--- src/rtl/wave_period_meter.sv ---
// wave_period_meter: hysteresis crossing detector that measures waveform period and
// peak-to-peak amplitude between consecutive rising crossings.
// Latency: period/amp_pp/period_valid are registered one cycle after the closing crossing.
// Backpressure: none; samples are qualified by sample_valid only, outputs are pulses.
//
// Ports:
//   clk, reset         - single rising-edge clock, synchronous active-high reset
//   sample[7:0]        - unsigned waveform sample, accepted when sample_valid=1
//   period[31:0]       - last measured period in clk cycles
//   amp_pp[7:0]        - max - min of accepted samples over the measured period
//   period_valid       - one-cycle pulse when period/amp_pp update
//   locked             - high from the first period_valid until a timeout
//   signal_lost        - sticky timeout flag, cleared by the next period_valid
//
// Optional feature macro: PERIOD_AVG_EN
//   When defined, period is the mean of the last 4 raw periods and period_valid
//   only pulses once 4 raw measurements are in the history.

module wave_period_meter #(
  parameter logic [7:0]  THRESH_HI = 8'd140,
  parameter logic [7:0]  THRESH_LO = 8'd100,
  parameter logic [31:0] TIMEOUT   = 32'd1_000_000
) (
  input  logic        clk,
  input  logic        reset,
  input  logic [7:0]  sample,
  input  logic        sample_valid,
  output logic [31:0] period,
  output logic [7:0]  amp_pp,
  output logic        period_valid,
  output logic        locked,
  output logic        signal_lost
);

  typedef enum logic [1:0] {
    HUNT  = 2'd0,
    ARMED = 2'd1,
    HIGH  = 2'd2
  } state_t;

  state_t      state;
  state_t      state_nxt;

  // A reference crossing is held once any crossing has been seen since
  // reset/timeout; only then does a crossing close a measurement.
  logic        ref_held;
  // Cycles since the reference crossing: at a clock edge it reads (edge - A).
  logic [31:0] cnt;
  logic [7:0]  max_q;
  logic [7:0]  min_q;

  logic        crossing;
  logic        measure;
  logic        timeout_hit;
  logic [7:0]  trk_max;
  logic [7:0]  trk_min;
  logic [7:0]  amp_now;

  // Emit decides whether this measurement is published; period_new is the
  // value published (raw or averaged).
  logic        emit;
  logic [31:0] period_new;

  // ---------------------------------------------------------------------------
  // FSM: state register
  // ---------------------------------------------------------------------------
  always_ff @(posedge clk) begin
    if (reset) begin
      state <= HUNT;
    end else begin
      state <= state_nxt;
    end
  end

  // ---------------------------------------------------------------------------
  // FSM: next-state logic
  // ---------------------------------------------------------------------------
  always_comb begin
    state_nxt = state;
    if (timeout_hit) begin
      state_nxt = HUNT;
    end else if (sample_valid) begin
      case (state)
        HUNT: begin
          if (sample <= THRESH_LO) state_nxt = ARMED;
        end
        ARMED: begin
          if (sample >= THRESH_HI) state_nxt = HIGH;
        end
        HIGH: begin
          if (sample <= THRESH_LO) state_nxt = ARMED;
        end
        default: state_nxt = HUNT;
      endcase
    end
  end

  // ---------------------------------------------------------------------------
  // FSM: output decode
  // ---------------------------------------------------------------------------
  always_comb begin
    crossing    = sample_valid && (state == ARMED) && (sample >= THRESH_HI);
    measure     = crossing && ref_held;
    // A crossing landing on the timeout cycle takes priority, so the timeout
    // is suppressed and the measurement reports period == TIMEOUT.
    // HUNT without a reference is idle and never times out.
    timeout_hit = !crossing && (cnt == TIMEOUT) && ((state != HUNT) || ref_held);
  end

  // Running extremes including the current sample, so the closing crossing's
  // own sample is part of the amplitude it reports.
  always_comb begin
    trk_max = (sample > max_q) ? sample : max_q;
    trk_min = (sample < min_q) ? sample : min_q;
    amp_now = trk_max - trk_min;
  end

`ifdef PERIOD_AVG_EN
  // ---------------------------------------------------------------------------
  // Period averaging over the last 4 raw measurements
  // ---------------------------------------------------------------------------
  logic [2:0][31:0] hist;
  logic [1:0]       hist_cnt;
  logic [33:0]      avg_sum;

  always_comb begin
    // Four 32-bit terms fit in 34 bits, so the sum cannot overflow.
    avg_sum    = {2'b00, cnt} + {2'b00, hist[0]} + {2'b00, hist[1]} + {2'b00, hist[2]};
    emit       = measure && (hist_cnt == 2'd3);
    period_new = 32'(avg_sum >> 2);
  end

  always_ff @(posedge clk) begin
    if (reset || timeout_hit) begin
      hist     <= '0;
      hist_cnt <= 2'd0;
    end else if (measure) begin
      hist <= {hist[1:0], cnt};
      if (hist_cnt != 2'd3) begin
        hist_cnt <= hist_cnt + 2'd1;
      end
    end
  end
`else
  always_comb begin
    emit       = measure;
    period_new = cnt;
  end
`endif

  // ---------------------------------------------------------------------------
  // Interval counter, reference flag and min/max trackers
  // ---------------------------------------------------------------------------
  always_ff @(posedge clk) begin
    if (reset) begin
      cnt      <= 32'd0;
      ref_held <= 1'b0;
      max_q    <= 8'h00;
      min_q    <= 8'hFF;
    end else begin
      // Loading 1 at the crossing makes cnt read exactly B - A at crossing B.
      if (crossing) begin
        cnt <= 32'd1;
      end else if (timeout_hit) begin
        cnt <= 32'd0;
      end else if (cnt != 32'hFFFF_FFFF) begin
        cnt <= cnt + 32'd1;
      end

      if (crossing) begin
        ref_held <= 1'b1;
      end else if (timeout_hit) begin
        ref_held <= 1'b0;
      end

      // Every crossing restarts the trackers with its own sample.
      if (crossing) begin
        max_q <= sample;
        min_q <= sample;
      end else if (sample_valid) begin
        max_q <= trk_max;
        min_q <= trk_min;
      end
    end
  end

  // ---------------------------------------------------------------------------
  // Published results and status flags
  // ---------------------------------------------------------------------------
  always_ff @(posedge clk) begin
    if (reset) begin
      period       <= 32'd0;
      amp_pp       <= 8'd0;
      period_valid <= 1'b0;
      locked       <= 1'b0;
      signal_lost  <= 1'b0;
    end else begin
      period_valid <= 1'b0;
      if (emit) begin
        period       <= period_new;
        amp_pp       <= amp_now;
        period_valid <= 1'b1;
        locked       <= 1'b1;
        signal_lost  <= 1'b0;
      end else if (timeout_hit) begin
        // period/amp_pp keep their last published values.
        locked      <= 1'b0;
        signal_lost <= 1'b1;
      end
    end
  end

endmodule

--- config.mk ---
export PLATFORM = sky130hd
export DESIGN_NAME = wave_period_meter
export DESIGN_NICKNAME = d
export VERILOG_FILES = /design/src/rtl/wave_period_meter.sv
export SDC_FILE = /design/constraint.sdc
export NUM_CORES = 1
export LEC_CHECK = 0
export ABC_CLOCK_PERIOD_IN_PS = 7700
export BUFFER_PORTS_ARGS = -buffer_cell sky130_fd_sc_hd__buf_2
export CAP_MARGIN = 10
export CORE_UTILIZATION = 45
export CTS_BUF_LIST = sky130_fd_sc_hd__clkbuf_16
export DETAILED_ROUTE_END_ITERATION = 16
export PLACE_DENSITY = 0.73
export SKIP_CTS_REPAIR_TIMING = 1
export SYNTH_ARGS = -nofsm -noshare
export SYNTH_HDL_FRONTEND = slang
export SYNTH_SLANG_ARGS = --single-unit
--- constraint.sdc ---
create_clock -name clk -period 7.7 [get_ports clk]
set_clock_uncertainty 0.2 [all_clocks]
set_input_delay 2.31 -clock clk [delete_from_list [all_inputs] [get_ports clk]]
set_output_delay 2.31 -clock clk [all_outputs]
set_load 0.02 [all_outputs]
# Word-level counts from Yosys, hierarchy flattened
# Cells that the tools add are included.
[op_classes]
n_reduce_logical = 18
mux = 16
n_lt_le_gt_ge = 4
add_sub_neg = 2
n_eq_ne = 6
[op_table]
columns = ["cell", "n"]
rows = [
  ["8-bit 2-to-1 mux", 6],
  ["32-bit by 1-bit adder with 32-bit output, second input constant", 1],
  ["32-bit by 20-bit == test with 1-bit output, second input constant", 1],
  ["32-bit inequality test, second input constant", 1],
  ["8-bit >= comparator, second input constant", 1],
  ["8-bit > comparator", 1],
  ["8-bit by 7-bit less-or-equal comparator with 1-bit output, second input constant", 1],
  ["8-bit < comparator", 1],
  ["2-bit nonzero test", 4],
  ["8-bit subtractor", 1],
  ["1-bit 2-to-1 mux", 7],
  ["2-bit OR reduction", 3],
  ["1-bit logical AND", 5],
  ["2-bit 2-to-1 mux", 2],
  ["2-bit by 1-bit inequality test with 1-bit output, second input constant", 2],
  ["2-bit one-hot mux with 2 select lines", 1],
  ["3-bit AND reduction", 1],
  ["3-bit nonzero test", 1],
  ["3-bit OR reduction", 1],
  ["2-bit by 1-bit == test with 1-bit output, second input constant", 1],
  ["2-bit == test, second input constant", 1],
  ["2-bit logical NOT", 1],
  ["1-bit logical NOT", 1],
  ["1-bit logical OR", 1],
]
[word_totals]
out_inout_bits = 43
inputBits = 11
elab_cells = 57
regBits = 94

# Longest topological paths before layout
[depth]
ltp_word = 8
ltp_mapped = 18
depth_no_buf = 17

# Least setup slack after synthesis
# OpenSTA, ideal clock, no wires.
[synth_path]
path_kind = "input -> register"
from = "input sample[2]"
to = "register amp_pp[6]"
t_arrival_ns = 5.430
setup_time_ns = 0.126
required_ns = 7.374
slack_ns = 1.944
path_stages = 15
n_path_buf = 2
cell_sequence = "ha_1 > a21oi_1 > o21ai_1 > a21oi_2 > and2_1 > buf_2 > buf_1 > mux2_2 > ha_1 > fa_1 > maj3_1 > o221ai_1 > a21boi_0 > or3b_1 > nand3_1"
[synth_between]
elab_chain_len = 3
elab_cells_between_ends = 8
cone_classes = "1 x add/sub; 3 x order compare; 2 x mux; 2 x reduce/logical"
[synth_rtl]
columns = ["item", "line", "text"]
rows = [
  ["from (decl)", "26", "input logic [7:0] sample,"],
  ["8-bit > comparator, or another cell as far along", "113", "trk_max = (sample > max_q) ? sample : max_q;"],
  ["8-bit 2-to-1 mux, or another cell as far along", "113", ""],
  ["8-bit subtractor or 1-bit logical AND (tied branches)", "115, 103", ""],
  ["to (signal assigned)", "201", "amp_pp <= amp_now;"],
  ["to (decl)", "29", "output logic [7:0] amp_pp,"],
]
# Parallel ways exist; a longest one is shown, timed or not.
# A chain may end at the register's enable or synchronous reset.

# Worst setup path after layout
# Same ends and word-level chain as after synthesis.

==> impl_metrics.csv <==
group,metric,value,unit
clocking,clock_path_buffers,2,
run_status,status,"complete, no violations",
routing,drt-wirelength-per-cell,14.5,um
clocking,cts_buffers,9,
routing,vias_per_cell,5.45,
setup_path,required,7.72,ns
logic_synthesis,syn_avg_cell_area,8.85,sq um
global_routing,grt_pass1_wl,16700,um
finish,nFillCells,893,
logic_synthesis,synth_most_common_cell,"dfxtp_1",
finish,syn_to_final_growth,13.8,%
timing,setup_violations,0,
global_routing,grt_pass1_vias,3546,
worst_hold_path,hold_start,"amp_pp[0]",
power,p_per_area,214,nW/um^2
routing,antenna_left,0,
power,ir_worst_vdd,0.0000976,V
logic_synthesis,synthCells,521,
timing,rsz0062_at_grt,"no",
routing,drtIter0Drc,150,
floorplanning,die_area,10700,sq um
setup_path,reg2regPathDepth,14,
timing,clock.fmax,169,MHz
logic_synthesis,synth_cell_types,65,
job,max-cap-violations,0,
floorplanning,die_y,103,um
setup_path,cp-end-kind,"flip-flop",
setup_path,worst_r2r_endpoint,"amp_pp[6]",
routing,drcViolationCount,0,
clocking,clk_latency,0.35,ns
worst_hold_path,hold_class,"reg2reg",
logic_synthesis,ys_ff_latch,94,
logic_synthesis,syn-num-nets,555,
setup_path,crit_type,"in2reg",
logic_synthesis,ys_top_cells_by_area,"dfxtp_1, ha_1, a22o_1",
finish,num_antenna_cells,0,
logic_synthesis,async_flop_share,0,%
placement,place_congestion,0.907,
logic_synthesis,ys_top_cells_by_count,"dfxtp_1, nor2_1, nand2_1",
floorplanning,initial_core_util,46.8,%
finish,drive_gt1_share,15.1,%
logic_synthesis,synth.top_cell.area_share,40.8,%
timing,hold_viol,0,
floorplanning,io_pins,54,
placement,numPortBuffers,53,
timing,tightest_slew,1.14,ns
timing,fin_crit_sh,77.0,%
setup_path,start_kind,"primary input",
setup_path,rrSetupSlack,3.37,ns
clocking,clk_pin_slew,0.06,ns
floorplanning,row_count,36,
floorplanning,die_w,103,um
timing,slew-limit-headroom,24.3,%
timing,min_period,5.93,ns
global_routing,grt_overflow,0,
setup_path,slowest_delay,0.57,ns
clocking,cts_tree,"yes",
setup_path,worstPathCellList,"buf_2 > ha_1 > a21oi_1 > o21ai_1 > a21oi_2 > and2_1 > mux2_2 > ha_1 > fa_1 > maj3_1 > o221ai_1 > a21boi_0 > or3b_1 > nand3_1",
timing,slew_violations,0,
setup_path,crit_family,"adder cells",
timing,tns,0,ns
placement,detailed_place_hpwl,7250,um
setup_path,worstReg2RegStart,"min_q[2]",
setup_path,arrival,5.95,ns
setup_path,cp_slowest_cell,"and2_1",
routing,num_vias,3818,
floorplanning,core_area,9860,sq um
global_routing,gr-usage-all-layers,20.3,%
logic_synthesis,yosys.area.top_type,"dfxtp_1",
setup_path,crit_top_cell,"ha_1",
global_routing,grt_max_degree,42,
power,leakage,2.24,nW
routing,first_pass_iters,5,
clocking,cts_sinks,94,
setup_path,crit_path_max_fanout,18,
logic_synthesis,yosysSeqAreaShare,40.8,%
timing,setup_slack,1.77,ns
global_routing,antenna_found_initial,0,
placement,post-place-ws,1.47,ns
worst_hold_path,min_path_cells,2,
logic_synthesis,ys.warnings.count,0,
routing,wl,10200,um
worst_hold_path,hold_end,"amp_pp[0]",
logic_synthesis,synth-edff-count,0,
finish,finalNetCount,597,
clocking,cts_htree_levels,3,
clocking,clockRootBuffer,"clkbuf_16",
logic_synthesis,dominantRegCellSynth,"dfxtp_1",
logic_synthesis,syn_area,4610,sq um
setup_path,cp_num_buf_inv,1,
routing by layer:
layer  up-vias  routed length [um]  global-route usage, %  part of all wire (%)
li1       1945                   -                      -                     -
met1      1767                4810                   27.4                    47
met2        94                4660                   32.0                    46
met3        12                 570                   4.57                   5.6
met4         0                 121                   7.37                   1.2
met5         -                   0                      0                     0
state kept, by name, indices dropped and copies added (netlist names), named ones only:
register and count:
amp_pp 8, cnt 32, locked 1, max_q 6
min_q 8, period 32, period_valid 1, ref_held 1
signal_lost 1, state 2
tightest hold or removal path, delay by kind of cell, from the launching register on:
kind,cells,cell delay [ns]
DFF,1,0.32
AOI/OAI and AO/OA,1,0.06
and+or+nand+nor,1,0.05
metrics by stage:
step,total power [mW],utilization [%],instance area (sq um),hold WS [ns],cells
after CTS,1.13,53.2,5250,0.263,701
after detailed placement,0.699,50.3,4960,0.237,685
after global placement,0.692,50.3,4960,0.237,685
after global routing,1.18,53.2,5250,0.277,701
after floorplan,0.658,-,4610,0.263,521
final,1.12,53.2,5250,0.259,701
worst max-delay path by stage:
| stage | cells past startpoint | from | end | slack, ns |
|---|---|---|---|---|
| 2_1_floorplan | 15 | sample[2] | amp_pp[6] | 1.94 |
| 3_3_place_gp | 14 | sample[2] | amp_pp[6] | 1.66 |
| 3_5_place_dp | 14 | sample[2] | amp_pp[6] | 1.47 |
| 4_1_cts | 14 | sample[2] | amp_pp[6] | 1.84 |
| 5_1_grt | 14 | sample[2] | amp_pp[6] | 1.55 |
| 6_report | 14 | sample[2] | amp_pp[6] | 1.77 |
report_power, final:
| part | total [mW] | internal, mW | switching, mW | leakage (nW) |
|---|---|---|---|---|
| registers | 0.503 | 0.496 | 0.00725 | 0.761 |
| clock network | 0.431 | 0.226 | 0.205 | 0.141 |
| logic | 0.187 | 0.0726 | 0.115 | 1.34 |
layout by cell type (no fill, tap or decap), types with 2 or more instances in the layout:
master	instances
dfxtp_1	94
nor2_1	66
buf_2	53
nand2_1	43
a22o_1	31
a21oi_1	24
inv_1	23
xor2_1	23
o21ai_0	22
ha_1	22
nand3_1	18
xnor2_1	14
nand4_1	10
a211o_1	9
clkbuf_16	9
and3_1	6
nor3_1	6
o21a_1	6
nor2b_1	5
nor4_1	5
mux2i_1	5
o211ai_1	4
and2_1	4
nand2b_1	4
and4_1	4
a21o_1	3
nor3b_1	3
a221oi_1	3
o21ai_2	2
nor4b_1	2
o211a_1	2
or2_1	2
nor3_2	2
a31oi_1	2
a211oi_1	2
inv_6	2
cells by family (layout without fill, tap and decap cells):
family / Yosys count / in the layout / synth area share, %
muxes: 6 / 6 / 1.33
adders and majority gates: 24 / 24 / 6.62
buffers and inverters: 45 / 92 / 3.99
xor gates and xnor gates: 37 / 37 / 7.02
AOI/OAI and AO/OA: 126 / 126 / 19.8
and+or+nand+nor: 189 / 189 / 20.5
DFF: 94 / 94 / 40.8
layout make-up:
| type | count | area (sq um) | area share (%) |
|---|---|---|---|
| Tap cell | 133 | 166 | 3.17 |
| Inverter | 23 | 86.3 | 1.64 |
| Clock buffer | 9 | 225 | 4.29 |
| Sequential cell | 94 | 1880 | 35.8 |
| Multi-Input combinational cell | 382 | 2560 | 48.7 |
| Timing Repair Buffer | 53 | 265 | 5.05 |
| Clock inverter | 7 | 66.3 | 1.26 |
Note: power is estimated with default switching activity, not from simulation.
